## src/rtl/ifd_prefetch_unit.sv

```systemverilog
// ifd_prefetch_unit
// Instruction fetch front end with a prefetch queue. Keeps up to MEM_LATENCY
// reads in flight, buffers returned words in a QUEUE_DEPTH-entry queue and
// presents the head word with a light PDP-8 pre-decode.
//
// Ports:
//   clk, reset_n        system clock, synchronous active-low reset
//   stall               execution unit busy, holds the queue head
//   redirect_valid/pc   restart fetching at redirect_pc, flushing everything
//   ifu_rd_req/addr     registered memory read request
//   ifu_rd_data         read data, sampled MEM_LATENCY cycles after the request
//   instr_*             head instruction, its address and pre-decode bits
//   queue_count         occupied queue entries
//   done                a HLT was issued and fetching has stopped
module ifd_prefetch_unit #(
    parameter int ADDR_WIDTH  = 12,
    parameter int DATA_WIDTH  = 12,
    parameter int QUEUE_DEPTH = 4,
    parameter int MEM_LATENCY = 1,
    parameter logic [ADDR_WIDTH-1:0] START_ADDR = 12'o200
) (
    input  logic                           clk,
    input  logic                           reset_n,
    input  logic                           stall,
    input  logic                           redirect_valid,
    input  logic [ADDR_WIDTH-1:0]          redirect_pc,
    output logic                           ifu_rd_req,
    output logic [ADDR_WIDTH-1:0]          ifu_rd_addr,
    input  logic [DATA_WIDTH-1:0]          ifu_rd_data,
    output logic                           instr_valid,
    output logic [DATA_WIDTH-1:0]          instr_data,
    output logic [ADDR_WIDTH-1:0]          instr_pc,
    output logic [2:0]                     instr_opcode,
    output logic                           instr_is_mem,
    output logic                           instr_is_op7,
    output logic [$clog2(QUEUE_DEPTH):0]   queue_count,
    output logic                           done
);

    localparam int PTR_W = $clog2(QUEUE_DEPTH);
    localparam int CNT_W = PTR_W + 1;
    localparam int SUM_W = $clog2(QUEUE_DEPTH + MEM_LATENCY + 2) + 1;
    localparam logic [DATA_WIDTH-1:0] HLT_WORD = DATA_WIDTH'(12'o7402);

    typedef enum logic {RUN, HALTED} state_t;

    state_t                  state;
    logic [ADDR_WIDTH-1:0]   fetch_pc;
    logic                    epoch;
    logic [DATA_WIDTH-1:0]   q_data [QUEUE_DEPTH];
    logic [ADDR_WIDTH-1:0]   q_pc   [QUEUE_DEPTH];
    logic [PTR_W-1:0]        head;
    logic [PTR_W-1:0]        tail;
    logic [CNT_W-1:0]        count;

    // Stage 0 is loaded on the issuing edge; stage MEM_LATENCY lines up with
    // the edge at which the matching ifu_rd_data is sampled.
    logic                    pipe_valid [MEM_LATENCY+1];
    logic                    pipe_epoch [MEM_LATENCY+1];
    logic [ADDR_WIDTH-1:0]   pipe_pc    [MEM_LATENCY+1];

    logic                    pop;
    logic                    hlt_pop;
    logic                    rsp_write;
    logic                    issue;
    logic [SUM_W-1:0]        in_flight;

    assign queue_count  = count;
    assign instr_valid  = (count != '0) && !done;
    assign instr_data   = q_data[head];
    assign instr_pc     = q_pc[head];
    assign instr_opcode = instr_data[DATA_WIDTH-1:DATA_WIDTH-3];
    assign instr_is_mem = (instr_opcode < 3'd6);
    assign instr_is_op7 = (instr_opcode == 3'd7);

    assign pop       = instr_valid && !stall && !redirect_valid;
    assign hlt_pop   = pop && (instr_data == HLT_WORD);
    assign rsp_write = pipe_valid[MEM_LATENCY] && (pipe_epoch[MEM_LATENCY] == epoch)
                       && !redirect_valid && !hlt_pop;

    // Every valid pipeline stage, including the one returning this edge, holds
    // a credit; a pop on the same edge hands one credit back.
    always_comb begin
        in_flight = '0;
        for (int i = 0; i <= MEM_LATENCY; i++) begin
            in_flight = in_flight + SUM_W'(pipe_valid[i]);
        end
    end

    // A HLT being popped stops fetching on that very edge, so nothing is
    // requested after the halting instruction leaves the queue.
    assign issue = !done && !redirect_valid && !hlt_pop &&
                   ((SUM_W'(count) + in_flight) < (SUM_W'(QUEUE_DEPTH) + SUM_W'(pop)));

    // Fetch state machine, request outputs, response pipeline and queue.
    // Flushes also clear the pipeline valids so that a 1-bit epoch can never
    // alias with a response left over from two flushes ago.
    always_ff @(posedge clk) begin
        if (!reset_n) begin
            state       <= RUN;
            done        <= 1'b0;
            fetch_pc    <= START_ADDR;
            epoch       <= 1'b0;
            head        <= '0;
            tail        <= '0;
            count       <= '0;
            ifu_rd_req  <= 1'b0;
            ifu_rd_addr <= START_ADDR;
            for (int i = 0; i < QUEUE_DEPTH; i++) begin
                q_data[i] <= '0;
                q_pc[i]   <= '0;
            end
            for (int i = 0; i <= MEM_LATENCY; i++) begin
                pipe_valid[i] <= 1'b0;
                pipe_epoch[i] <= 1'b0;
                pipe_pc[i]    <= '0;
            end
        end else begin
            pipe_valid[0] <= issue;
            pipe_epoch[0] <= epoch;
            pipe_pc[0]    <= fetch_pc;
            for (int i = 1; i <= MEM_LATENCY; i++) begin
                pipe_valid[i] <= pipe_valid[i-1];
                pipe_epoch[i] <= pipe_epoch[i-1];
                pipe_pc[i]    <= pipe_pc[i-1];
            end

            ifu_rd_req <= issue;
            if (issue) begin
                ifu_rd_addr <= fetch_pc;
                fetch_pc    <= fetch_pc + 1'b1;
            end

            if (redirect_valid) begin
                state    <= RUN;
                done     <= 1'b0;
                fetch_pc <= redirect_pc;
                epoch    <= ~epoch;
                head     <= '0;
                tail     <= '0;
                count    <= '0;
                for (int i = 1; i <= MEM_LATENCY; i++) begin
                    pipe_valid[i] <= 1'b0;
                end
            end else if (hlt_pop) begin
                state <= HALTED;
                done  <= 1'b1;
                epoch <= ~epoch;
                head  <= '0;
                tail  <= '0;
                count <= '0;
                for (int i = 1; i <= MEM_LATENCY; i++) begin
                    pipe_valid[i] <= 1'b0;
                end
            end else begin
                if (rsp_write) begin
                    q_data[tail] <= ifu_rd_data;
                    q_pc[tail]   <= pipe_pc[MEM_LATENCY];
                    tail         <= tail + 1'b1;
                end
                if (pop) begin
                    head <= head + 1'b1;
                end
                if (rsp_write && !pop) begin
                    count <= count + 1'b1;
                end else if (!rsp_write && pop) begin
                    count <= count - 1'b1;
                end
            end
        end
    end

    // The credit scheme keeps a response from ever landing in a full queue.
    assert property (@(posedge clk) disable iff (!reset_n)
                     !(rsp_write && !pop && (count == CNT_W'(QUEUE_DEPTH))));

endmodule

```

## config.mk

```make
export PLATFORM = sky130hd
export DESIGN_NAME = ifd_prefetch_unit
export DESIGN_NICKNAME = d
export VERILOG_FILES = /design/src/rtl/ifd_prefetch_unit.sv
export SDC_FILE = /design/constraint.sdc
export NUM_CORES = 1
export LEC_CHECK = 0
export ABC_CLOCK_PERIOD_IN_PS = 14500
export BUFFER_PORTS_ARGS = -buffer_cell sky130_fd_sc_hd__buf_2
export CORE_MARGIN = 2
export CORE_UTILIZATION = 35
export DETAILED_ROUTE_END_ITERATION = 12
export PLACE_DENSITY = 0.49
export SLEW_MARGIN = 10
export SYNTH_ARGS = -nofsm -noshare
export SYNTH_HDL_FRONTEND = slang
export SYNTH_SLANG_ARGS = --single-unit
```

## constraint.sdc

```tcl
create_clock -name clk -period 14.5 [get_ports clk]
set_input_delay 2.175 -clock clk [delete_from_list [all_inputs] [get_ports clk]]
set_output_delay 2.175 -clock clk [all_outputs]
set_load 0.05 [all_outputs]
```

==> out/qor.csv <==
metric,value,unit
DRC violations left,0,
IO Pins,75,
Met2 Wirelength,6800,microns
post-synthesis cell area,6630,sq um
vias in the first global route,4098,
Comb pwr share,6.0,%
Setup TNS,0,ns
CP cell instances,buf_2 > or2_2 > nor3_1 > and4_1 > a211oi_4 > nor3b_4 > nand2b_1 > buf_4,
Initial Utilization,35.6,%
initial antenna violation count,0,
synthesis-to-finish area growth,17.1,%
sequential-to-total area share from yosys stat,62.5,%
final hold violations,0,
Final min period,5.41,ns
Syn Inst Count,504,
Peak Freq,185,MHz
slowest CP cell,a211oi_4,
NetSw,233,uW
Max-Slew Margin vs Limit,28.3,%
CP max FO,27,
clock group share of total power,43.1,%
Synth Area in XOR/XNOR,2.38,%
mux contribution to synthesized area,8.45,%
chip height,142,microns
Via density,4.78,
slowest cell delay on critical path,0.96,ns
Top Metal Used,met4,
yosys warns,0,
M1 wire length,6660,microns
Multi-input gate area,2320,sq um
Antenna Nets Post-Route,0,
antenna diode count,0,
Yosys top cell area share,43.5,%
Synth Area in Compound Gates,4.81,%
Row Count,50,
total setup buffers inserted after CTS,0,
routability cong.,0.798,
initial DRC count,192,
Worst-Skew Late Latency,0.42,ns
first-pass GRT wire length,22600,microns
WL/cell,17.2,microns
Worst Skew,0.00659,ns
main combinational cell family by area after synthesis,simple AND/OR/NAND/NOR gates,
"top cells by area, synth","edfxtp_1 43%, dfxtp_1 19%, and2_1 12%, mux4_2 8.2%, nand2_1 1.8%",
post-CTS sizing,0,
part of the power in registers,50.9,%
WP data arrival,5.49,ns
pins over their slew limit,0,
CTS tree,done,
grt total ovfl,0,
Synth Area in Adders,1.17,%
final setup vio count,0,
cell accounting for the most synthesized area,edfxtp_1,
Die X,142,microns
sequential cell area,4140,sq um
Clock Sink Count,159,
Clock Pin Slew Worst Setup and Hold Paths,0.06,ns
Worst Hold Class,flip-flop to flip-flop,
die area,20100,sq um
hpwl dp,9230,microns
CTS root buffer,clkbuf_16,
Worst-Margin Slew,1.07,ns
share of cells above drive strength 1,24.3,%
Synth Area in Simple Gates,18.0,%
sw frac,23.5,%
RSZ-0062 raised after global routing,false,
#FFs+latches synth,159,
clk buf depth,2,
Critical Path RT,14.58,ns
"Net count, final",605,
WL final,14100,microns
Avg Inst Size Synth,13.2,sq um
Core Region,18600,sq um
ys async rst share,0,%
Vias,3918,
outcome,finished clean,
# port buffers,74,
startpoint types,input pin,
Synthesized Nets,537,
DRT Pass-1 Iters,5,
CTS HTree Levels,4,
gr usage total,14.9,%
Static Leak,0.00300,uW
Filler Cells Inserted,1796,
largest net degree at the start of global routing,58,
Max IR drop VDD,0.0000861,V
"Distinct cells, synth",42,
Power Internal,758,uW
Final period util,37.3,%
CP endpoint kind,flip-flop,
Main synth FF type,edfxtp_1,
CTS Buf Count,17,
DR WL met3,428,microns
Crit Path Category,input pin to flip-flop,
max_cap viols,0,
Hold Buf Count CTS,0,
"Core Util, Final",41.6,%
"EDFF count, synth",96,
pwr dens,128,nW/um^2
-- power by group through the flow --
stage	Clock, uW	Combinational (uW)	Sequential [uW]
after global routing	455	64.9	506
after CTS	436	61.0	504
after detailed placement	0	60.8	514
final	427	59.9	504
after floorplan	0	37.0	517
after global placement	0	60.4	514
-- placed cells by master, fill, tap and decap left out, types with 2 or more instances in the layout --
cell / n
a211oi_1: 6
a21oi_1: 14
a31oi_1: 2
and2_1: 123
and3_1: 7
and3b_1: 2
and4_1: 2
buf_2: 74
buf_4: 7
clkbuf_16: 19
clkinv_2: 3
clkinv_4: 3
dfxtp_1: 63
edfxtp_1: 96
fa_1: 2
ha_1: 3
inv_1: 4
inv_4: 3
mux2i_1: 2
mux4_2: 24
nand2_1: 31
nand2b_1: 5
nand3_1: 5
nand4_1: 4
nor2_1: 17
nor2b_1: 2
nor3_1: 3
o21ai_0: 23
or2_2: 2
xnor2_1: 12
xor2_1: 6
-- registers in the layout, indices dropped and copies added (netlist names), named ones only --
| signal | count |
|---|---|
| done | 1 |
| pipe_epoch | 2 |
| queue_count | 3 |
| fetch_pc | 12 |
| tail | 2 |
| epoch | 1 |
| head | 2 |
| q_pc | 48 |
| ifu_rd_addr | 12 |
| pipe_pc | 24 |
| pipe_valid | 2 |
| q_data | 48 |
-- per-layer routing --
layer  GRT usage [%]  up-vias
met5               0        -
li1                -     1919
met1            19.4     1925
met2            24.5       63
met4            5.32        0
met3            3.58       11
-- synth_stat cells, drive strengths merged, types with 2 or more instances --
library cell,count
and2,123
edfxtp,96
dfxtp,63
nand2,31
mux4,24
o21ai,23
clkbuf,17
nor2,17
buf,15
a21oi,14
xnor2,12
a211oi,8
and3,7
xor2,6
nand2b,5
nand3,5
inv,4
nand4,4
ha,3
nor3,3
a31oi,2
and3b,2
and4,2
fa,2
mux2i,2
nor2b,2
nor3b,2
o41ai,2
or2,2
-- worst max-delay path: cells and delay by family --
kind	cells	cell delay (ns)
simple gates	5	1.76
buf+inv	2	0.55
compound gates	1	0.96
-- logic make-up (layout without fill, tap and decap cells) --
kind of cell | Yosys count | after routing
flops | 159 | 159
mux | 26 | 26
compound gates | 52 | 52
xor+xnor | 18 | 18
simple gates | 208 | 208
buf+inv | 36 | 117
fa+ha+maj | 5 | 5
-- final timing paths --
kind                        from              to  slack (ns)  cells after the start
hold reg to reg    pipe_pc[0][4]  pipe_pc[0][16]        0.43                      1
setup / recovery  redirect_valid      q_pc[0][2]        9.09                      8
setup reg to reg       flip-flop      q_pc[0][2]        9.75                      8
hold / removal     pipe_pc[0][4]  pipe_pc[0][16]        0.43                      1
-- area by class of cell --
type | instances | share of cell area (%)
sequential | 159 | 53.4
multi-input combinational | 309 | 29.9
clock buffer | 21 | 6.35
timing repair buffer | 81 | 5.45
tap | 234 | 3.77
clock inverter | 11 | 0.983
inverter | 4 | 0.193
-- metrics by stage --
stage | hold WS [ns] | instances | cell area (sq um) | power (uW) | setup slack [ns]
final | 0.430 | 819 | 7760 | 991 | 9.09
after global routing | 0.437 | 819 | 7760 | 1030 | 8.73
after global placement | 0.424 | 787 | 7190 | 574 | 8.69
after CTS | 0.431 | 819 | 7760 | 1000 | 8.96
after detailed placement | 0.419 | 787 | 7190 | 575 | 8.52
after floorplan | 0.412 | 504 | 6630 | 554 | 8.53
(Power assumes the default switching activity.)
